--- src/rtl/ua_arbiter_pkg.sv ---
// Shared definitions for the UA arbiter: FSM states, op codes and defaults.
package ua_arbiter_pkg;

   typedef enum logic [1:0] {
      ST_IDLE  = 2'd0,
      ST_ISSUE = 2'd1,
      ST_WAIT  = 2'd2,
      ST_BCAST = 2'd3
   } state_t;

   localparam logic [2:0] OP_ADD = 3'b001;
   localparam logic [2:0] OP_SUB = 3'b010;
   localparam logic [2:0] OP_LDA = 3'b011;
   localparam logic [2:0] OP_STA = 3'b100;

   localparam int NUM_RS_DEF  = 4;
   localparam int TIMEOUT_DEF = 15;

   function automatic logic op_is_valid(input logic [2:0] op);
      return (op >= OP_ADD) && (op <= OP_STA);
   endfunction

endpackage

--- src/rtl/ua_arbiter_if.sv ---
// Station, UA and common-data-bus signals shared by the arbiter and its neighbours.
interface ua_arbiter_if import ua_arbiter_pkg::*; #(
   parameter int NUM_RS = NUM_RS_DEF
) ();

   logic [NUM_RS-1:0]    req;
   logic [3*NUM_RS-1:0]  rs_tag;
   logic [3*NUM_RS-1:0]  rs_op;
   logic [16*NUM_RS-1:0] rs_vj;
   logic [16*NUM_RS-1:0] rs_vk;
   logic [NUM_RS-1:0]    grant;

   logic                 ua_start;
   logic [2:0]           ua_id;
   logic [2:0]           ua_op;
   logic [15:0]          ua_dado1;
   logic [15:0]          ua_dado2;
   logic [18:0]          ua_resultado;
   logic                 ua_confirmacao;
   logic                 ua_busy;

   logic                 cdb_valid;
   logic [2:0]           cdb_tag;
   logic [15:0]          cdb_dado;
   logic                 cdb_ready;

   logic                 err_timeout;
   logic                 err_op;

   modport slave (
      input  req, rs_tag, rs_op, rs_vj, rs_vk,
      input  ua_resultado, ua_confirmacao, ua_busy, cdb_ready,
      output grant, ua_start, ua_id, ua_op, ua_dado1, ua_dado2,
      output cdb_valid, cdb_tag, cdb_dado, err_timeout, err_op
   );

   modport master (
      output req, rs_tag, rs_op, rs_vj, rs_vk,
      output ua_resultado, ua_confirmacao, ua_busy, cdb_ready,
      input  grant, ua_start, ua_id, ua_op, ua_dado1, ua_dado2,
      input  cdb_valid, cdb_tag, cdb_dado, err_timeout, err_op
   );

endinterface

--- src/rtl/ua_arbiter_rr_pick.sv ---
// Combinational round-robin picker: first requester strictly after i_ptr, wrapping.
module ua_rr_pick import ua_arbiter_pkg::*; #(
   parameter int NUM_RS = NUM_RS_DEF,
   localparam int IW    = (NUM_RS > 1) ? $clog2(NUM_RS) : 1
) (
   input  logic [NUM_RS-1:0] i_req,
   input  logic [IW-1:0]     i_ptr,
   output logic [NUM_RS-1:0] o_grant,
   output logic [IW-1:0]     o_idx,
   output logic              o_any
);

   localparam int SW = IW + 1;

   // Scan offsets 1..NUM_RS so the previous winner has lowest priority.
   always_comb begin
      logic [SW-1:0] w_sum;
      logic [IW-1:0] w_j;
      o_grant = '0;
      o_idx   = '0;
      o_any   = 1'b0;
      w_sum   = '0;
      w_j     = '0;
      for (int k = 1; k <= NUM_RS; k++) begin
         w_sum = {1'b0, i_ptr} + SW'(k);
         w_j   = (w_sum >= SW'(NUM_RS)) ? IW'(w_sum - SW'(NUM_RS)) : IW'(w_sum);
         if (!o_any && i_req[w_j]) begin
            o_any      = 1'b1;
            o_idx      = w_j;
            o_grant[w_j] = 1'b1;
         end else begin
            o_any = o_any;
         end
      end
   end

endmodule

--- src/rtl/ua_arbiter.sv ---
// Shares one UA among NUM_RS reservation stations and broadcasts each result on the CDB.
module ua_arbiter import ua_arbiter_pkg::*; #(
   parameter int NUM_RS  = NUM_RS_DEF,
   parameter int TIMEOUT = TIMEOUT_DEF
) (
   input logic         CLK,
   input logic         CLR,
   ua_arbiter_if.slave bus
);

   localparam int IW = (NUM_RS > 1) ? $clog2(NUM_RS) : 1;
   localparam int TW = $clog2(TIMEOUT + 1);

   state_t              r_state;
   state_t              w_nxt;
   logic [IW-1:0]       r_last;
   logic [TW-1:0]       r_tmo;
   logic [NUM_RS-1:0]   r_grant;
   logic                r_ua_start;
   logic [2:0]          r_ua_id;
   logic [2:0]          r_ua_op;
   logic [15:0]         r_ua_d1;
   logic [15:0]         r_ua_d2;
   logic                r_cdb_valid;
   logic [2:0]          r_cdb_tag;
   logic [15:0]         r_cdb_dado;
   logic                r_err_tmo;
   logic                r_err_op;

   logic [NUM_RS-1:0]   w_pick_grant;
   logic [IW-1:0]       w_pick_idx;
   logic                w_pick_any;
   logic [2:0]          w_sel_op;
   logic                w_take;
   logic                w_issue;
   logic                w_bad;
   logic                w_done;
   logic                w_tmo_hit;
   logic                w_drop;
   logic                w_unused;

   ua_rr_pick #(.NUM_RS(NUM_RS)) u_pick (
      .i_req   (bus.req),
      .i_ptr   (r_last),
      .o_grant (w_pick_grant),
      .o_idx   (w_pick_idx),
      .o_any   (w_pick_any)
   );

   assign w_sel_op = bus.rs_op[3*int'(w_pick_idx) +: 3];
   // The UA's upper result bits carry no meaning for the CDB.
   assign w_unused = &{1'b0, bus.ua_resultado[18:16]};

   // Next-state and one-cycle control strobes.
   always_comb begin
      w_nxt     = r_state;
      w_take    = 1'b0;
      w_issue   = 1'b0;
      w_bad     = 1'b0;
      w_done    = 1'b0;
      w_tmo_hit = 1'b0;
      w_drop    = 1'b0;
      case (r_state)
         ST_IDLE: begin
            if (w_pick_any) begin
               w_take = 1'b1;
               if (op_is_valid(w_sel_op)) begin
                  w_issue = 1'b1;
                  w_nxt   = ST_ISSUE;
               end else begin
                  w_bad = 1'b1;
                  w_nxt = ST_IDLE;
               end
            end else begin
               w_nxt = ST_IDLE;
            end
         end
         ST_ISSUE: w_nxt = ST_WAIT;
         ST_WAIT: begin
            if (bus.ua_confirmacao && !bus.ua_busy) begin
               w_done = 1'b1;
               w_nxt  = ST_BCAST;
            end else if (r_tmo == TW'(TIMEOUT - 1)) begin
               w_tmo_hit = 1'b1;
               w_nxt     = ST_IDLE;
            end else begin
               w_nxt = ST_WAIT;
            end
         end
         ST_BCAST: begin
            if (bus.cdb_ready) begin
               w_drop = 1'b1;
               if (w_pick_any) begin
                  w_take = 1'b1;
                  if (op_is_valid(w_sel_op)) begin
                     w_issue = 1'b1;
                     w_nxt   = ST_ISSUE;
                  end else begin
                     w_bad = 1'b1;
                     w_nxt = ST_IDLE;
                  end
               end else begin
                  w_nxt = ST_IDLE;
               end
            end else begin
               w_nxt = ST_BCAST;
            end
         end
         default: w_nxt = ST_IDLE;
      endcase
   end

   // State register.
   always_ff @(posedge CLK or negedge CLR) begin
      if (!CLR) begin
         r_state <= ST_IDLE;
      end else begin
         r_state <= w_nxt;
      end
   end

   // Datapath, handshake outputs and sticky error flags.
   always_ff @(posedge CLK or negedge CLR) begin
      if (!CLR) begin
         r_last      <= IW'(NUM_RS - 1);
         r_tmo       <= '0;
         r_grant     <= '0;
         r_ua_start  <= 1'b0;
         r_ua_id     <= 3'd0;
         r_ua_op     <= 3'd0;
         r_ua_d1     <= 16'd0;
         r_ua_d2     <= 16'd0;
         r_cdb_valid <= 1'b0;
         r_cdb_tag   <= 3'd0;
         r_cdb_dado  <= 16'd0;
         r_err_tmo   <= 1'b0;
         r_err_op    <= 1'b0;
      end else begin
         r_grant    <= w_take ? w_pick_grant : '0;
         r_ua_start <= w_issue;
         if (w_take) begin
            r_last <= w_pick_idx;
         end
         if (w_issue) begin
            r_ua_id <= bus.rs_tag[3*int'(w_pick_idx) +: 3];
            r_ua_op <= w_sel_op;
            r_ua_d1 <= bus.rs_vj[16*int'(w_pick_idx) +: 16];
            r_ua_d2 <= bus.rs_vk[16*int'(w_pick_idx) +: 16];
         end
         r_tmo <= (r_state == ST_WAIT && !w_done && !w_tmo_hit) ? r_tmo + TW'(1) : '0;
         if (w_done) begin
            r_cdb_valid <= 1'b1;
            r_cdb_tag   <= r_ua_id;
            r_cdb_dado  <= bus.ua_resultado[15:0];
         end else if (w_drop) begin
            r_cdb_valid <= 1'b0;
         end
         if (w_tmo_hit) begin
            r_err_tmo <= 1'b1;
         end
         if (w_bad) begin
            r_err_op <= 1'b1;
         end
      end
   end

   assign bus.grant       = r_grant;
   assign bus.ua_start    = r_ua_start;
   assign bus.ua_id       = r_ua_id;
   assign bus.ua_op       = r_ua_op;
   assign bus.ua_dado1    = r_ua_d1;
   assign bus.ua_dado2    = r_ua_d2;
   assign bus.cdb_valid   = r_cdb_valid;
   assign bus.cdb_tag     = r_cdb_tag;
   assign bus.cdb_dado    = r_cdb_dado;
   assign bus.err_timeout = r_err_tmo;
   assign bus.err_op      = r_err_op;

endmodule

--- src/flat_wrapper.sv ---
// flat-port wrapper written by rule: the top's interface ports become plain ports
module ua_arbiter_flat import ua_arbiter_pkg::*;
#(
   parameter int NUM_RS  = NUM_RS_DEF,
   parameter int TIMEOUT = TIMEOUT_DEF
)
  (CLK, CLR, bus_req, bus_rs_tag, bus_rs_op, bus_rs_vj, bus_rs_vk, bus_ua_resultado, bus_ua_confirmacao, bus_ua_busy, bus_cdb_ready, bus_grant, bus_ua_start, bus_ua_id, bus_ua_op, bus_ua_dado1, bus_ua_dado2, bus_cdb_valid, bus_cdb_tag, bus_cdb_dado, bus_err_timeout, bus_err_op);
  ua_arbiter_if #(.NUM_RS(NUM_RS)) bus_i ();
  input logic CLK;
  input logic CLR;
  input wire logic [$bits(bus_i.req)-1:0] bus_req;
  input wire logic [$bits(bus_i.rs_tag)-1:0] bus_rs_tag;
  input wire logic [$bits(bus_i.rs_op)-1:0] bus_rs_op;
  input wire logic [$bits(bus_i.rs_vj)-1:0] bus_rs_vj;
  input wire logic [$bits(bus_i.rs_vk)-1:0] bus_rs_vk;
  input wire logic [$bits(bus_i.ua_resultado)-1:0] bus_ua_resultado;
  input wire logic [$bits(bus_i.ua_confirmacao)-1:0] bus_ua_confirmacao;
  input wire logic [$bits(bus_i.ua_busy)-1:0] bus_ua_busy;
  input wire logic [$bits(bus_i.cdb_ready)-1:0] bus_cdb_ready;
  output wire logic [$bits(bus_i.grant)-1:0] bus_grant;
  output wire logic [$bits(bus_i.ua_start)-1:0] bus_ua_start;
  output wire logic [$bits(bus_i.ua_id)-1:0] bus_ua_id;
  output wire logic [$bits(bus_i.ua_op)-1:0] bus_ua_op;
  output wire logic [$bits(bus_i.ua_dado1)-1:0] bus_ua_dado1;
  output wire logic [$bits(bus_i.ua_dado2)-1:0] bus_ua_dado2;
  output wire logic [$bits(bus_i.cdb_valid)-1:0] bus_cdb_valid;
  output wire logic [$bits(bus_i.cdb_tag)-1:0] bus_cdb_tag;
  output wire logic [$bits(bus_i.cdb_dado)-1:0] bus_cdb_dado;
  output wire logic [$bits(bus_i.err_timeout)-1:0] bus_err_timeout;
  output wire logic [$bits(bus_i.err_op)-1:0] bus_err_op;
  assign bus_i.req = bus_req;
  assign bus_i.rs_tag = bus_rs_tag;
  assign bus_i.rs_op = bus_rs_op;
  assign bus_i.rs_vj = bus_rs_vj;
  assign bus_i.rs_vk = bus_rs_vk;
  assign bus_i.ua_resultado = bus_ua_resultado;
  assign bus_i.ua_confirmacao = bus_ua_confirmacao;
  assign bus_i.ua_busy = bus_ua_busy;
  assign bus_i.cdb_ready = bus_cdb_ready;
  assign bus_grant = bus_i.grant;
  assign bus_ua_start = bus_i.ua_start;
  assign bus_ua_id = bus_i.ua_id;
  assign bus_ua_op = bus_i.ua_op;
  assign bus_ua_dado1 = bus_i.ua_dado1;
  assign bus_ua_dado2 = bus_i.ua_dado2;
  assign bus_cdb_valid = bus_i.cdb_valid;
  assign bus_cdb_tag = bus_i.cdb_tag;
  assign bus_cdb_dado = bus_i.cdb_dado;
  assign bus_err_timeout = bus_i.err_timeout;
  assign bus_err_op = bus_i.err_op;
  ua_arbiter #(.NUM_RS(NUM_RS), .TIMEOUT(TIMEOUT)) u_core (.CLK(CLK), .CLR(CLR), .bus(bus_i));
endmodule
--- config.mk ---
export PLATFORM = sky130hd
export DESIGN_NAME = ua_arbiter_flat
export DESIGN_NICKNAME = d
export VERILOG_FILES = /design/src/rtl/ua_arbiter_pkg.sv /design/src/rtl/ua_arbiter_if.sv /design/src/rtl/ua_arbiter_rr_pick.sv /design/src/rtl/ua_arbiter.sv /design/src/flat_wrapper.sv
export SDC_FILE = /design/constraint.sdc
export NUM_CORES = 1
export LEC_CHECK = 0
export CAP_MARGIN = 20
export CORE_ASPECT_RATIO = 1.4
export CORE_UTILIZATION = 25
export DETAILED_ROUTE_END_ITERATION = 7
export GPL_TIMING_DRIVEN = 0
export PLACE_DENSITY = 0.59
export SKIP_LAST_GASP = 1
export SYNTH_ARGS = -nofsm -noshare
export SYNTH_HDL_FRONTEND = slang
export SYNTH_SLANG_ARGS = --single-unit
--- constraint.sdc ---
create_clock -name CLK -period 3.7 [get_ports CLK]
set_clock_uncertainty 0.05 [all_clocks]
set_input_delay 0.925 -clock CLK [delete_from_list [all_inputs] [get_ports CLK]]
set_output_delay 0.925 -clock CLK [all_outputs]
set_load 0.005 [all_outputs]
==> Word-level counts from Yosys, hierarchy flattened <==
Index checks and enable logic that the tools add are counted.
{ "op_classes": {"order_cmp": 14, "n_mul": 1, "reduce_logical": 19, "bitwise": 3, "muxes": 60, "addsub": 9, "eq_ne": 4, "shift": 4} }
{ "op_table": {"columns": ["operator", "n"], "rows": [
  ["64-bit by 7-bit variable part select with 16-bit output", 2],
  ["12-bit by 32-bit variable part select with 3-bit output", 1],
  ["1-bit two-way mux", 31],
  ["4-bit two-way mux", 6],
  ["2-bit two-way mux", 11],
  ["3-bit greater-or-equal comparator, second input constant", 4],
  ["2-bit by 3-bit < comparator with 1-bit output, second input constant", 4],
  ["4-bit bitwise OR", 3],
  ["12-bit by 5-bit variable part select with 3-bit output", 1],
  ["1-bit logical AND", 11],
  ["1-bit binary-select mux with 2-bit select", 4],
  ["1-bit demux with 2-bit select", 4],
  ["2-bit by 1-bit greater-or-equal comparator with 1-bit output, second input constant", 4],
  ["2-bit one-hot mux with 4 select lines", 1],
  ["2-bit by 1-bit subtractor with 2-bit output, second input constant", 4],
  ["2-bit by 2-bit adder with 3-bit output, second input constant", 2],
  ["1-bit zero test", 6],
  ["1-bit one-hot mux with 2 select lines", 3],
  ["4-bit by 1-bit adder with 4-bit output, second input constant", 1],
  ["2-bit equality test, second input constant", 2],
  ["4-bit equality test, second input constant", 1],
  ["2-bit by 2-bit multiplier with 4-bit output, first input constant", 1],
  ["2-bit by 1-bit adder with 3-bit output, second input constant", 1],
  ["2-bit by 3-bit adder with 3-bit output, second input constant", 1],
  ["5 further kinds", 5]
]} }
{ "word_totals": {"reg_bits": 73, "word_cells": 128, "input_bits": 180} }

==> Logic depth before layout (Yosys ltp) <==
Gate-level depths: netlist of the first run.
{ "logic_depth": {"ltp_word": 23, "depth_mapped": 14, "depth_no_buf": 9} }

==> Hierarchy <==
A second synthesis of the first run with hierarchy kept.
{ "hier_totals": {"cells_unflattened": 327, "hier_area_um2": 4425.5} }
{ "by_module_without_submodules": {"columns": ["module", "instances", "seq_area_each_um2", "area_per_inst_um2", "cells_per_inst"], "rows": [
  ["ua_arbiter", 1, 1829.3, 3796.1, 241],
  ["ua_rr_pick", 1, 0.0, 629.4, 86]
]} }

==> Least setup slack after synthesis of the first run <==
No wires, ideal clock.
{ "synth_path": {"kind": "reg-to-reg", "from": "register u_core.r_last[0]", "to": "register u_core.r_ua_d1[10] (netlist: u_core.bus.ua_dado1[10])", "path_stages_with_launch": 15, "t_arrival_ps": 2990, "n_path_buf": 5, "path_slack_ps": 535, "cell_sequence": "dfstp_2 buf_6 inv_1 ha_1 buf_2 inv_1 or3_1 a32oi_1 nor3_1 buf_2 mux2i_1 and2_1 buf_6 buf_12 mux2_4"} }
{ "synth_via": {"elab_chain_len": 23, "elab_cells_between_ends": 48} }
{ "synth_lines": {"columns": ["element", "line_no", "text"], "rows": [
  ["start: declaration", "ua_arbiter.sv:16", "logic [IW-1:0] r_last;"],
  ["start signal: assignment", "ua_arbiter.sv:125", "r_last <= IW'(NUM_RS - 1);"],
  ["start signal: assignment", "ua_arbiter.sv:142", "r_last <= w_pick_idx;"],
  ["2-bit by 1-bit adder with 3-bit output", "ua_arbiter_rr_pick.sv:25", "w_sum = {1'b0, i_ptr} + SW'(k);"],
  ["3-bit greater-or-equal comparator / 2-bit by 1-bit subtractor with 2-bit output (equally long branches)", "ua_arbiter_rr_pick.sv:26", "w_j = (w_sum >= SW'(NUM_RS)) ? IW'(w_sum - SW'(NUM_RS)) : IW'(w_sum);"],
  ["2-bit two-way mux", "ua_arbiter_rr_pick.sv:26", null],
  ["1-bit binary-select mux with 2-bit select", "ua_arbiter_rr_pick.sv:27", "if (!o_any && i_req[w_j]) begin"],
  ["1-bit two-way mux (implied by the code)", "ua_arbiter_rr_pick.sv:27", null],
  ["1-bit two-way mux", "ua_arbiter_rr_pick.sv:27", null],
  ["1-bit zero test", "ua_arbiter_rr_pick.sv:27", null],
  ["1-bit logical AND", "ua_arbiter_rr_pick.sv:27", null],
  ["[7 not listed]", null, null],
  ["2-bit by 2-bit multiplier with 4-bit output", "ua_arbiter.sv:50", "assign w_sel_op = bus.rs_op[3*int'(w_pick_idx) +: 3];"],
  ["12-bit by 5-bit variable part select with 3-bit output", "ua_arbiter.sv:50", null],
  ["3-bit by 1-bit greater-or-equal comparator with 1-bit output / 3-bit <= comparator (equally long branches)", "ua_arbiter_pkg.sv:20", "return (op >= OP_ADD) && (op <= OP_STA);"],
  ["1-bit logical AND", "ua_arbiter_pkg.sv:20", null],
  ["1-bit two-way mux", "ua_arbiter.sv:67, ua_arbiter.sv:95", null],
  ["1-bit two-way mux", "ua_arbiter.sv:93", "if (w_pick_any) begin"],
  ["1-bit two-way mux", "ua_arbiter.sv:91", "if (bus.cdb_ready) begin"],
  ["1-bit one-hot mux with 2 select lines", "ua_arbiter.sv:63", "case (r_state)"],
  ["end signal: assignment", "ua_arbiter.sv:147", "r_ua_d1 <= bus.rs_vj[16*int'(w_pick_idx) +: 16];"],
  ["end: declaration", "ua_arbiter.sv:22", "logic [15:0] r_ua_d1;"]
]} }
Several ways; a longest one is shown, not always the timed one. The select of a mux whose other input is x is not followed.
A chain may end at the register's enable or synchronous reset.

==> Worst setup path after layout of the first run <==
{ "layout_path": {"from": "register u_core.r_last[0]", "to": "register u_core.r_ua_d1[15] (netlist: u_core.bus.ua_dado1[15])"} }
The elaborated chain is that of the path after synthesis.

==> results of run 1 <==
-- cell type report --
type                            instances  share of cell area
Multi-Input combinational cell        295               0.352
Timing Repair Buffer                  242               0.308
Sequential cell                        73               0.233
Tap cell                              244              0.0388
Clock buffer                            9              0.0286
Buffer                                 27              0.0258
Clock inverter                          7             0.00875
Inverter                               10             0.00477
-- cells in the mapped netlist, types with 2 or more instances --
cell                        number  area share
sky130_fd_sc_hd__mux2i_1       119        0.25
sky130_fd_sc_hd__dfrtp_1        71        0.37
sky130_fd_sc_hd__mux2_4         29       0.090
sky130_fd_sc_hd__mux2_2         28       0.065
sky130_fd_sc_hd__nor2_1         18       0.014
sky130_fd_sc_hd__nand2_1        16       0.012
sky130_fd_sc_hd__ha_1           13       0.034
sky130_fd_sc_hd__a21oi_1        12       0.012
sky130_fd_sc_hd__buf_2          12       0.012
sky130_fd_sc_hd__inv_1          10      0.0078
sky130_fd_sc_hd__o21ai_0        10       0.010
sky130_fd_sc_hd__xnor2_1         6       0.011
sky130_fd_sc_hd__a221o_1         4      0.0083
sky130_fd_sc_hd__and2_1          3      0.0039
sky130_fd_sc_hd__buf_12          3       0.012
sky130_fd_sc_hd__buf_4           3      0.0047
sky130_fd_sc_hd__buf_6           3      0.0070
sky130_fd_sc_hd__clkbuf_1        3      0.0023
sky130_fd_sc_hd__nand2b_1        3      0.0039
sky130_fd_sc_hd__nand3_1         3      0.0031
sky130_fd_sc_hd__a211oi_1        2      0.0031
sky130_fd_sc_hd__a31oi_1         2      0.0026
sky130_fd_sc_hd__buf_1           2      0.0016
sky130_fd_sc_hd__dfstp_2         2       0.011
sky130_fd_sc_hd__nand4_1         2      0.0026
sky130_fd_sc_hd__nor4b_1         2      0.0036
sky130_fd_sc_hd__o2111ai_1       2      0.0036
sky130_fd_sc_hd__o21bai_1        2      0.0031
sky130_fd_sc_hd__o22ai_1         2      0.0026
-- worst min-delay path by stage --
stage / to / startpoint / slack [ns] / cells past startpoint
6_report: u_core.bus.cdb_valid / u_core.bus.cdb_valid / 0.43 / 2
5_1_grt: u_core.bus.err_timeout / u_core.bus.err_timeout / 0.46 / 1
4_1_cts: u_core.bus.cdb_valid / u_core.bus.cdb_valid / 0.44 / 2
3_5_place_dp: u_core.bus.cdb_valid / u_core.bus.cdb_valid / 0.42 / 2
3_3_place_gp: u_core.r_tmo[0] / u_core.r_tmo[0] / 0.42 / 1
2_1_floorplan: u_core.r_tmo[0] / u_core.r_tmo[0] / 0.40 / 1
-- critical path, delay by kind of cell, from the launching register on --
family,cells,cell delay (ns)
buffers and inverters,7,1.13
and+or+nand+nor,3,0.61
DFF,1,0.58
AOI/OAI and AO/OA,1,0.16
muxes,2,0.51
adders and majority gates,1,0.30
-- sequential cells by signal (all words and copies together) (netlist names) --
signal / flops
u_core.r_last: 2
u_core.r_state: 2
u_core.bus.grant: 4
u_core.bus.ua_dado1: 16
u_core.bus.ua_dado2: 16
u_core.bus.ua_start: 1
u_core.bus.cdb_dado: 16
u_core.bus.err_op: 1
u_core.bus.cdb_tag: 3
u_core.bus.cdb_valid: 1
u_core.r_tmo: 4
u_core.bus.ua_op: 3
u_core.bus.ua_id: 3
u_core.bus.err_timeout: 1
-- power by group through the flow --
| stage | clock network [mW] | logic (mW) | registers [mW] |
|---|---|---|---|
| after floorplan | 0 | 2.53 | 1.42 |
| after global placement | 0 | 3.96 | 1.42 |
| after detailed placement | 0 | 4.02 | 1.43 |
| after CTS | 0.909 | 4.05 | 1.42 |
| after global routing | 0.944 | 4.37 | 1.46 |
| final | 0.877 | 4.03 | 1.41 |
-- metal layers --
layer  part of all wire  GRT usage  vias to the layer above
met5                  0          0                        -
met4              0.014     0.0489                        0
met3              0.074     0.0450                       18
met2               0.52      0.273                      179
met1               0.40      0.167                     1979
li1                   -          -                     1980
-- repair_timing --
item | 4_1_cts | 5_1_grt
buffers inserted | 0 | 3
endpoints found under the hold margin | 0 | 0
endpoints found under the setup margin | 0 | 35
gates resized for setup | 0 | 3
-- through the flow --
stage               TNS (ns)  power [mW]
floorplan                  0        3.95
global placement      -77.20        5.38
detailed placement     -4.91        5.45
CTS                        0        6.38
global route               0        6.77
finish                     0        6.32
-- cells by family after synthesis --
kind of cell	after synthesis	share of synthesized area
buf+inv	37	0.0493
xor+xnor	7	0.0127
simple gates	50	0.0472
mux	177	0.407
flops	73	0.379
compound gates	48	0.0708
fa+ha+maj	13	0.0337
-- placed cells by master (no fill, tap or decap), types with 2 or more instances in the layout --
master | netlist | final
sky130_fd_sc_hd__xnor2_1 | 6 | 6
sky130_fd_sc_hd__buf_4 | 3 | 7
sky130_fd_sc_hd__buf_6 | 3 | 3
sky130_fd_sc_hd__clkdlybuf4s50_1 | 0 | 237
sky130_fd_sc_hd__o2111ai_1 | 2 | 2
sky130_fd_sc_hd__clkbuf_1 | 3 | 3
sky130_fd_sc_hd__nand4_1 | 2 | 2
sky130_fd_sc_hd__a211oi_1 | 2 | 2
sky130_fd_sc_hd__inv_8 | 0 | 3
sky130_fd_sc_hd__nand2_1 | 16 | 16
sky130_fd_sc_hd__a21oi_1 | 12 | 12
sky130_fd_sc_hd__dfstp_2 | 2 | 2
sky130_fd_sc_hd__o22ai_1 | 2 | 2
sky130_fd_sc_hd__mux2i_1 | 119 | 118
sky130_fd_sc_hd__mux2i_4 | 1 | 2
sky130_fd_sc_hd__nor2_1 | 18 | 18
sky130_fd_sc_hd__a221o_1 | 4 | 4
sky130_fd_sc_hd__dfrtp_1 | 71 | 71
sky130_fd_sc_hd__clkinv_4 | 0 | 2
sky130_fd_sc_hd__mux2_2 | 28 | 28
sky130_fd_sc_hd__mux2_4 | 29 | 29
sky130_fd_sc_hd__nand3_1 | 3 | 3
sky130_fd_sc_hd__buf_2 | 12 | 11
sky130_fd_sc_hd__inv_1 | 10 | 10
sky130_fd_sc_hd__clkbuf_16 | 0 | 9
sky130_fd_sc_hd__nor4b_1 | 2 | 2
sky130_fd_sc_hd__inv_6 | 0 | 2
sky130_fd_sc_hd__buf_12 | 3 | 4
sky130_fd_sc_hd__o21ai_0 | 10 | 10
sky130_fd_sc_hd__nand2b_1 | 3 | 3
sky130_fd_sc_hd__a31oi_1 | 2 | 2
sky130_fd_sc_hd__o21bai_1 | 2 | 2
sky130_fd_sc_hd__buf_1 | 2 | 2
sky130_fd_sc_hd__and2_1 | 3 | 3
sky130_fd_sc_hd__ha_1 | 13 | 13
==> flow_summary.json, run 1 <==
{
  "outcome": "complete, no violations",
  "num_io_pins": 245,
  "dieHeight_um": 166,
  "power.switching_fraction": 0.373,
  "irDropWorstVdd_mv": 0.295,
  "final_critical_path_setup_slack_ns": 0.219,
  "critical_path_required_ns": 3.87,
  "route.detailed.drc": 0,
  "finalSetupViolCount": 0,
  "critical_path.max_fanout": 10,
  "dpl_cell_area_mm2": 0.00753,
  "first_element_of_the_critical_path": "u_core.r_last[0]",
  "dr_pass1_iterations": 4,
  "synth-edff-count": 0,
  "post_layout_nonfiller_instances": 907,
  "htreeDepth": 3,
  "clock.fmax_mhz": 287,
  "core_footprint_mm2": 0.0188,
  "rows": 59,
  "period_minus_slack_ns": 3.48,
  "synth.lib_cells_used.distinct": 47,
  "synth-seq-area-share": 0.379,
  "p_seq_frac": 0.223,
  "synth_area_per_cell_um2": 11.9,
  "final_min_period_over_clock_period": 0.941,
  "synth-warning-count": 0,
  "cap_viol_max_count": 0,
  "timing.critical_path.to": "u_core.bus.ua_dado1[15]",
  "place.port_buffers": 238,
  "ys_seq_elements": 73,
  "place.detailed.hpwl_um": 11900,
  "maximum_number_of_pins_on_one_net_before_global_route_repair": 43,
  "reg2reg_slack_ns": 0.22,
  "power.share.combinational": 0.638,
  "register_area_mm2": 0.00183,
  "grt_antenna_before_repair": 0,
  "total_area_of_multi_input_combinational_cells_mm2": 0.00277,
  "diodes": 0,
  "globalRoute.totalOverflow": 0,
  "synth.net_count": 598,
  "cts_tree": "done",
  "timing.critical_path.from_type": "flip-flop",
  "worst_hold_path_type": "reg -> reg",
  "post_drt_via_cell_ratio": 4.58,
  "worstSetupEndpointType": "flip-flop",
  "final_hold_viol_count": 0,
  "grt.total_usage": 0.151,
  "drv_slew": 0,
  "routed-via-count": 4156,
  "worst_r2r_path_depth": 14,
  "placedCellCount": 888,
  "initial_utilization": 0.257,
  "category_of_the_critical_setup_timing_path": "reg -> reg",
  "die_width_um": 119,
  "clock_net_sink_count": 73,
  "cts_buffers": 9,
  "drt.antenna.violating_nets": 0,
  "critPathArrivalTime_ns": 3.66,
  "total_leakage_power_nw": 3.36,
  "synth_async_sr_flop_share": 1.00,
  "cts.root.buffer_cell": "sky130_fd_sc_hd__clkbuf_16",
  "cp_slowest_cell": "sky130_fd_sc_hd__dfstp_2",
  "finalWeightedCongestion": 0.785,
  "clk_pin_slew_ns": 0.07,
  "timing.rr.start": "u_core.r_last[0]",
  "dpl_worst_slack_ns": -0.171,
  "postLayoutCellArea_mm2": 0.00786,
  "post-route-util": 0.419,
  "yosys_most_used_dff": "sky130_fd_sc_hd__dfrtp_1",
  "cts.hold.buffers_added": 0,
  "pin_slew_with_the_least_headroom_to_its_limit_ns": 0.679,
  "clock_insertion_delay_worst_skew_ns": 0.35,
  "timing.critical_path.cells": "buf_6 -> inv_1 -> ha_1 -> buf_2 -> inv_1 -> or3_1 -> a32oi_1 -> nor3_1 -> clkbuf_4 -> mux2i_4 -> and2_1 -> buf_6 -> buf_12 -> mux2_4",
  "post_synth_inst_count": 405,
  "timing.rr.end": "u_core.bus.ua_dado1[15]",
  "area.growth.synth_to_final_pct": 62.9,
  "postRouteWirelength_um": 15200,
  "wl_per_cell_um": 16.8,
  "clock_power_share": 0.139,
  "drive_gt1_frac": 0.161,
  "die_area_mm2": 0.0199,
  "n_fill_cell": 1846,
  "grt_first_pass_wirelength_um": 23200,
  "nets": 851,
  "slew_headroom": 0.544,
  "hold_slack_ns": 0.433,
  "p_switching_mw": 2.36,
  "grt_pass1_vias": 4404,
  "cellPowerDensity_mw_per_mm2": 804,
  "syn_area_mm2": 0.00482,
  "internal-power_mw": 3.96,
  "drt_first_iter_violations": 77,
  "timing.critical_path.slowest_cell_delay_ns": 0.58,
  "unrepaired_setup_endpoints_after_global_routing": "false",
  "cts-root-to-sink-buffers": 2
}
Power figures use the tool's default switching activity.
==> run 2: changes to the inputs <==
--- a/config.mk
+++ b/config.mk
@@ -5,12 +5,14 @@
 export SDC_FILE = /design/constraint.sdc
 export NUM_CORES = 1
 export LEC_CHECK = 0
+export ABC_AREA = 1
 export CAP_MARGIN = 20
 export CORE_ASPECT_RATIO = 1.4
 export CORE_UTILIZATION = 25
 export DETAILED_ROUTE_END_ITERATION = 7
 export GPL_TIMING_DRIVEN = 0
-export PLACE_DENSITY = 0.59
+export MAX_ROUTING_LAYER = met4
+export PLACE_DENSITY = 0.58
 export SKIP_LAST_GASP = 1
 export SYNTH_ARGS = -nofsm -noshare
 export SYNTH_HDL_FRONTEND = slang
==> run 2 against run 1 <==
Combinational power is 89% higher. Critical path type unchanged. Clock-buffer cell count stayed put. Critical endpoint is now u_core.bus.ua_dado2[14]. First-iteration DRC count grew to 4.4 times the previous value. Die area is 2.8% higher. Synthesized area is 2.9% higher. Sequential share of layout area is 0.43 points lower.
==> flow_summary.json, run 2 <==
{
  "cellPowerDensity_mw_per_mm2": 1240,
  "worstSetupEndpointType": "flip-flop",
  "place.port_buffers": 241,
  "clock.fmax_mhz": 294,
  "grt_antenna_before_repair": 0,
  "worst_hold_path_type": "reg -> reg",
  "leading_area_contributor_after_synthesis": "sky130_fd_sc_hd__dfrtp_1",
  "cts-root-to-sink-buffers": 2,
  "synth-seq-area-share": 0.369,
  "critical_path_required_ns": 3.92,
  "synth_compound_gate_area_share": 0.154,
  "cap_viol_max_count": 0,
  "post_drt_via_cell_ratio": 5.06,
  "postLayoutCellArea_mm2": 0.00801,
  "area.growth.synth_to_final_pct": 61.4,
  "grt.total_usage": 0.205,
  "initial_utilization": 0.256,
  "post_synth_inst_count": 618,
  "die_width_um": 121,
  "clk_pin_slew_ns": 0.07,
  "cts_post_setup_buffers_inserted": 0,
  "cts_tree": "done",
  "post_synth_fa_ha_maj_area_fraction": 0.0328,
  "num_io_pins": 245,
  "drive_gt1_frac": 0.128,
  "post_synth_mux_area_share": 0.0431,
  "outcome": "complete, no violations",
  "maximum_number_of_pins_on_one_net_before_global_route_repair": 50,
  "slew_headroom": 0.588,
  "clock_net_sink_count": 73,
  "diodes": 0,
  "clock_insertion_delay_worst_skew_ns": 0.34,
  "wl_per_cell_um": 18.3,
  "drt.antenna.violating_nets": 0,
  "pin_slew_with_the_least_headroom_to_its_limit_ns": 0.619,
  "nets": 1064,
  "core_footprint_mm2": 0.0194,
  "cts_buffers": 9,
  "timing.critical_path.from_type": "flip-flop",
  "post_synth_most_frequent_cells": "sky130_fd_sc_hd__nand2_1, sky130_fd_sc_hd__nand4_1, sky130_fd_sc_hd__a21oi_1",
  "yosys_most_used_dff": "sky130_fd_sc_hd__dfrtp_1",
  "xor_xnor_fraction_of_synth_area": 0.00353,
  "drt_first_iter_violations": 339,
  "synth.net_count": 811,
  "htreeDepth": 3,
  "place.detailed.hpwl_um": 16100,
  "dpl_worst_slack_ns": 0.0150,
  "worst_r2r_path_depth": 14,
  "die_area_mm2": 0.0204,
  "most_common_cell_after_layout_fill_and_taps_aside": "sky130_fd_sc_hd__clkdlybuf4s50_1",
  "final_min_period_over_clock_period": 0.918,
  "final_hold_viol_count": 0,
  "critical_path.max_fanout": 10,
  "unrepaired_setup_endpoints_after_global_routing": "false",
  "routed-via-count": 5691,
  "postRouteWirelength_um": 20600,
  "total_leakage_power_nw": 3.54,
  "synth-warning-count": 0,
  "grt_pass1_vias": 5692,
  "dominant_combinational_cell_family_by_area_after_synthesis": "simple AND/OR/NAND/NOR gates",
  "category_of_the_critical_setup_timing_path": "reg -> reg",
  "drv_slew": 0,
  "irDropWorstVdd_mv": 0.574,
  "synth.lib_cells_used.distinct": 34,
  "cts_resized": 0,
  "hold_depth": 2,
  "dpl_cell_area_mm2": 0.00771,
  "globalRoute.totalOverflow": 0,
  "dieHeight_um": 169,
  "n_fill_cell": 2002,
  "synth-edff-count": 0,
  "dr_pass1_iterations": 5,
  "critPathArrivalTime_ns": 3.62,
  "cts.hold.buffers_added": 0,
  "ys_top_cells_by_area": "sky130_fd_sc_hd__dfrtp_1, sky130_fd_sc_hd__nand4_1, sky130_fd_sc_hd__nand2_1",
  "route.detailed.drc": 0,
  "cts.root.buffer_cell": "sky130_fd_sc_hd__clkbuf_16",
  "finalSetupViolCount": 0,
  "synth_async_sr_flop_share": 1.00,
  "yosys.area_share.simple": 0.310,
  "synth_area_per_cell_um2": 8.03,
  "ys_seq_elements": 73,
  "period_minus_slack_ns": 3.40,
  "total_power_mw": 9.91,
  "finalWeightedCongestion": 0.874,
  "grt_first_pass_wirelength_um": 30900,
  "post-synth-top-count-cell": "sky130_fd_sc_hd__nand2_1",
  "synth_top_area_frac": 0.358,
  "rows": 60,
  "syn_area_mm2": 0.00496,
  "mostFrequentLayoutCells": "sky130_fd_sc_hd__clkdlybuf4s50_1, sky130_fd_sc_hd__nand2_1, sky130_fd_sc_hd__nand4_1",
  "final_critical_path_setup_slack_ns": 0.302
}
-- run 2: final timing paths --
| kind | from | slack (ns) | to |
|---|---|---|---|
| max | u_core.r_last[0] | 0.30 | u_core.bus.ua_dado2[14] |
| min | u_core.bus.ua_dado2[2] | 0.42 | u_core.bus.ua_dado2[2] |
| max reg2reg | u_core.r_last[0] | 0.30 | u_core.bus.ua_dado2[14] |
| min reg2reg | u_core.bus.ua_dado2[2] | 0.42 | u_core.bus.ua_dado2[2] |
| max in group asynchronous | CLR | 2.50 | u_core.r_last[1] |
| min in group asynchronous | CLR | 0.45 | u_core.bus.cdb_dado[4] |
-- run 2: critical path, stage by stage (launching register included) --
cell and delay [ns]:
sky130_fd_sc_hd__dfstp_2 0.60, sky130_fd_sc_hd__buf_6 0.17, sky130_fd_sc_hd__inv_6 0.07, sky130_fd_sc_hd__ha_1 0.38, sky130_fd_sc_hd__inv_1 0.14, sky130_fd_sc_hd__nand3_1 0.10
sky130_fd_sc_hd__nand2_1 0.15, sky130_fd_sc_hd__a21oi_1 0.12, sky130_fd_sc_hd__nand2_2 0.15, sky130_fd_sc_hd__buf_2 0.27, sky130_fd_sc_hd__clkbuf_1 0.48, sky130_fd_sc_hd__nand4_1 0.16
sky130_fd_sc_hd__a22oi_1 0.30, sky130_fd_sc_hd__nand3_1 0.11, sky130_fd_sc_hd__nand2_1 0.08
-- run 2: cells by family (layout without fill, tap and decap cells) --
| family | after synthesis | count (layout) |
|---|---|---|
| flip-flops | 73 | 73 |
| buffers and inverters | 92 | 350 |
| AND/OR/NAND/NOR | 290 | 290 |
| AO/OA/AOI/OAI | 129 | 129 |
| adder cells (fa/ha/maj) | 13 | 13 |
| XOR/XNOR | 2 | 2 |
| multiplexers | 19 | 19 |
-- run 2: per-layer routing --
layer / track usage / up-vias / wire (um)
li1: - / 2711 / -
met1: 0.235 / 2704 / 8160
met2: 0.358 / 230 / 10700
met3: 0.0229 / 46 / 883
met4: 0.0880 / 0 / 784
met5: - / - / 0
-- run 2: report_power, final --
group | internal, mW | switching (mW) | total, mW
combinational | 2.90 | 4.72 | 7.62
sequential | 1.18 | 0.202 | 1.38
clock | 0.529 | 0.376 | 0.904
total | 4.61 | 5.30 | 9.91
-- run 2: area by class of cell --
cell class | instances | area, um2 | area share
repair buffers | 242 | 2440 | 0.304
clock buffers | 9 | 225 | 0.0281
inverters | 37 | 144 | 0.0180
clock inverters | 7 | 75.1 | 0.00937
plain buffers | 55 | 294 | 0.0367
well taps | 248 | 310 | 0.0387
multi-input cells | 453 | 2700 | 0.336
flip-flops and latches | 73 | 1830 | 0.228
-- run 2: through the flow --
| step | std cells | util | hold WS [ns] | setup TNS [ns] |
|---|---|---|---|---|
| 3_5_place_dp | 1108 | 0.398 | 0.408 | 0 |
| 5_1_grt | 1124 | 0.414 | 0.434 | 0 |
| 3_3_place_gp | 1107 | 0.397 | 0.403 | -81.39 |
| 6_report | 1124 | 0.414 | 0.419 | 0 |
| 4_1_cts | 1124 | 0.414 | 0.423 | 0 |
| 2_1_floorplan | 618 | - | 0.403 | 0 |
==> run 3: changes to the inputs <==
--- a/config.mk
+++ b/config.mk
@@ -12,7 +12,7 @@
 export DETAILED_ROUTE_END_ITERATION = 7
 export GPL_TIMING_DRIVEN = 0
 export MAX_ROUTING_LAYER = met4
-export PLACE_DENSITY = 0.58
+export PLACE_DENSITY = 0.6
 export SKIP_LAST_GASP = 1
 export SYNTH_ARGS = -nofsm -noshare
 export SYNTH_HDL_FRONTEND = slang
==> constraint.sdc (replaced) <==
create_clock -name CLK -period 3.05 [get_ports CLK]
set_clock_uncertainty 0.05 [all_clocks]
set_input_delay 0.7625 -clock CLK [delete_from_list [all_inputs] [get_ports CLK]]
set_output_delay 0.7625 -clock CLK [all_outputs]
set_load 0.005 [all_outputs]
==> run 3 against run 2 <==
Critical endpoint is now u_core.bus.ua_dado1[14]. Sequential share of layout area down 1.1 points. Non-clock buffer count up 26. First-iteration DRC count down 7.4%. Via count up 2.4%. Register-to-register slack worse by 0.15 ns. Global-route usage up 0.47 points. Critical path depth down 1. Utilization up 2.1 points. Clock-buffer cell count up 1. Routed wire length up 3.2%. Cell area up 5.0%.
==> flow_summary.json, run 3 (same netlist as run 2, synthesis figures left out) <==
{
  "outcome": "complete, no violations",
  "worstSetupEndpointType": "flip-flop",
  "clock_insertion_delay_worst_skew_ns": 0.34,
  "most_common_cell_after_layout_fill_and_taps_aside": "sky130_fd_sc_hd__clkdlybuf4s50_1",
  "num_io_pins": 245,
  "period_minus_slack_ns": 2.92,
  "diodes": 0,
  "post_drt_via_cell_ratio": 5.07,
  "cp_slowest_cell": "sky130_fd_sc_hd__clkdlybuf4s50_1",
  "grt_antenna_before_repair": 0,
  "slew_headroom": 0.607,
  "postLayoutCellArea_mm2": 0.00841,
  "worst_r2r_path_depth": 19,
  "drt_first_iter_violations": 314,
  "dr_pass1_iterations": 5,
  "n_fill_cell": 1973,
  "grt_pass1_vias": 5809,
  "dieHeight_um": 169,
  "timing.rr.end": "u_core.bus.ua_dado1[12]",
  "cts_tree": "done",
  "unrepaired_setup_endpoints_after_global_routing": "true",
  "finalWeightedCongestion": 0.874,
  "rows": 60,
  "grt.total_usage": 0.210,
  "die_area_mm2": 0.0204,
  "maximum_number_of_pins_on_one_net_before_global_route_repair": 50,
  "category_of_the_critical_setup_timing_path": "in -> reg",
  "die_width_um": 121,
  "finalSetupViolCount": 0,
  "route.detailed.drc": 0,
  "timing.critical_path.slowest_cell_delay_ns": 0.49,
  "cts_buffers": 9,
  "cts-root-to-sink-buffers": 2,
  "wl_per_cell_um": 18.5,
  "critical_path.max_fanout": 10,
  "nets": 1090,
  "pin_slew_with_the_least_headroom_to_its_limit_ns": 0.590,
  "area.growth.synth_to_final_pct": 69.5,
  "core_footprint_mm2": 0.0194,
  "routed-via-count": 5830,
  "mostFrequentLayoutCells": "sky130_fd_sc_hd__clkdlybuf4s50_1, sky130_fd_sc_hd__nand2_1, sky130_fd_sc_hd__nand4_1",
  "clk_pin_slew_ns": 0.07,
  "place.detailed.hpwl_um": 16100,
  "postRouteWirelength_um": 21200,
  "grt_first_pass_wirelength_um": 31700,
  "drv_slew": 0,
  "cts.hold.buffers_added": 0,
  "timing.rr.start": "u_core.r_last[0]",
  "worst_hold_path_type": "in -> async",
  "final_min_period_over_clock_period": 0.958,
  "drt.antenna.violating_nets": 0,
  "clock.fmax_mhz": 342,
  "cap_viol_max_count": 0,
  "critical_path_required_ns": 3.28,
  "htreeDepth": 3,
  "place.port_buffers": 241,
  "initial_utilization": 0.256,
  "clock_net_sink_count": 73,
  "drive_gt1_frac": 0.187,
  "critical_path.most_common_cell": "sky130_fd_sc_hd__nand2_1",
  "cts.root.buffer_cell": "sky130_fd_sc_hd__clkbuf_16",
  "timing.critical_path.from_type": "input port",
  "globalRoute.totalOverflow": 0,
  "final_hold_viol_count": 0,
  "reg2reg_slack_ns": 0.15,
  "dpl_cell_area_mm2": 0.00771,
  "timing.critical_path.cells": "clkdlybuf4s50_1 -> inv_1 -> nand2_1 -> nand3_1 -> nand2_4 -> nor2_8 -> nand3_4 -> buf_4 -> buf_1 -> nand4_1 -> a22oi_1 -> nand3_2 -> nand2_1",
  "critPathArrivalTime_ns": 3.15
}
[run 3: repair_timing]
action | CTS | global route
buffers inserted | 6 | 18
resized for setup | 23 | 44
cloned | 0 | 3
setup endpoints to repair | 44 | 40
pin swaps | 3 | 11
[run 3: layout make-up]
type	count	area, um2	area share
Timing Repair Buffer	269	2710	0.322
Tap cell	248	310	0.0369
Clock buffer	10	239	0.0284
Sequential cell	73	1830	0.217
Buffer	54	363	0.0431
Multi-Input combinational cell	453	2770	0.329
Inverter	37	148	0.0176
Clock inverter	6	50.0	0.00595
[run 3: worst max path at each step]
stage	from	to	slack, ns	cells after the start
after floorplan	u_core.r_last[0]	u_core.bus.ua_dado2[10]	0.27	19
after global placement	CLR	u_core.bus.grant[2]	-1.61	1
after detailed placement	bus_req[2]	u_core.bus.ua_dado2[14]	-0.48	13
after CTS	u_core.r_last[0]	u_core.bus.ua_dado1[9]	0.05	15
after global routing	u_core.r_last[0]	u_core.bus.ua_op[0]	-0.02	19
final	bus_req[2]	u_core.bus.ua_dado1[14]	0.13	13
[run 3: worst max-delay path, delay by kind of cell]
kind | cells | cell delay, ns
AO/OA/AOI/OAI | 1 | 0.24
buffers and inverters | 4 | 1.22
AND/OR/NAND/NOR | 8 | 0.94
[run 3: metal layers]
layer,share of wire,global-route usage
met1,0.41,0.245
met2,0.52,0.366
met3,0.045,0.0243
met4,0.032,0.0789
met5,0,-
[run 3: metrics by stage]
stage / setup TNS (ns) / hold WS [ns] / utilization / instances / worst slack [ns]
5_1_grt: -0.0200 / 0.299 / 0.434 / 1150 / -0.0170
2_1_floorplan: 0 / 0.403 / - / 618 / 0.266
3_3_place_gp: -130.43 / 0.404 / 0.397 / 1107 / -1.61
4_1_cts: 0 / 0.285 / 0.418 / 1129 / 0.0476
6_report: 0 / 0.289 / 0.434 / 1150 / 0.127
3_5_place_dp: -15.26 / 0.408 / 0.398 / 1108 / -0.480
Power of run 3 is left out: the tool's default activity adds up to more than one toggle a clock period on the data nets, which glitch-free logic cannot reach.
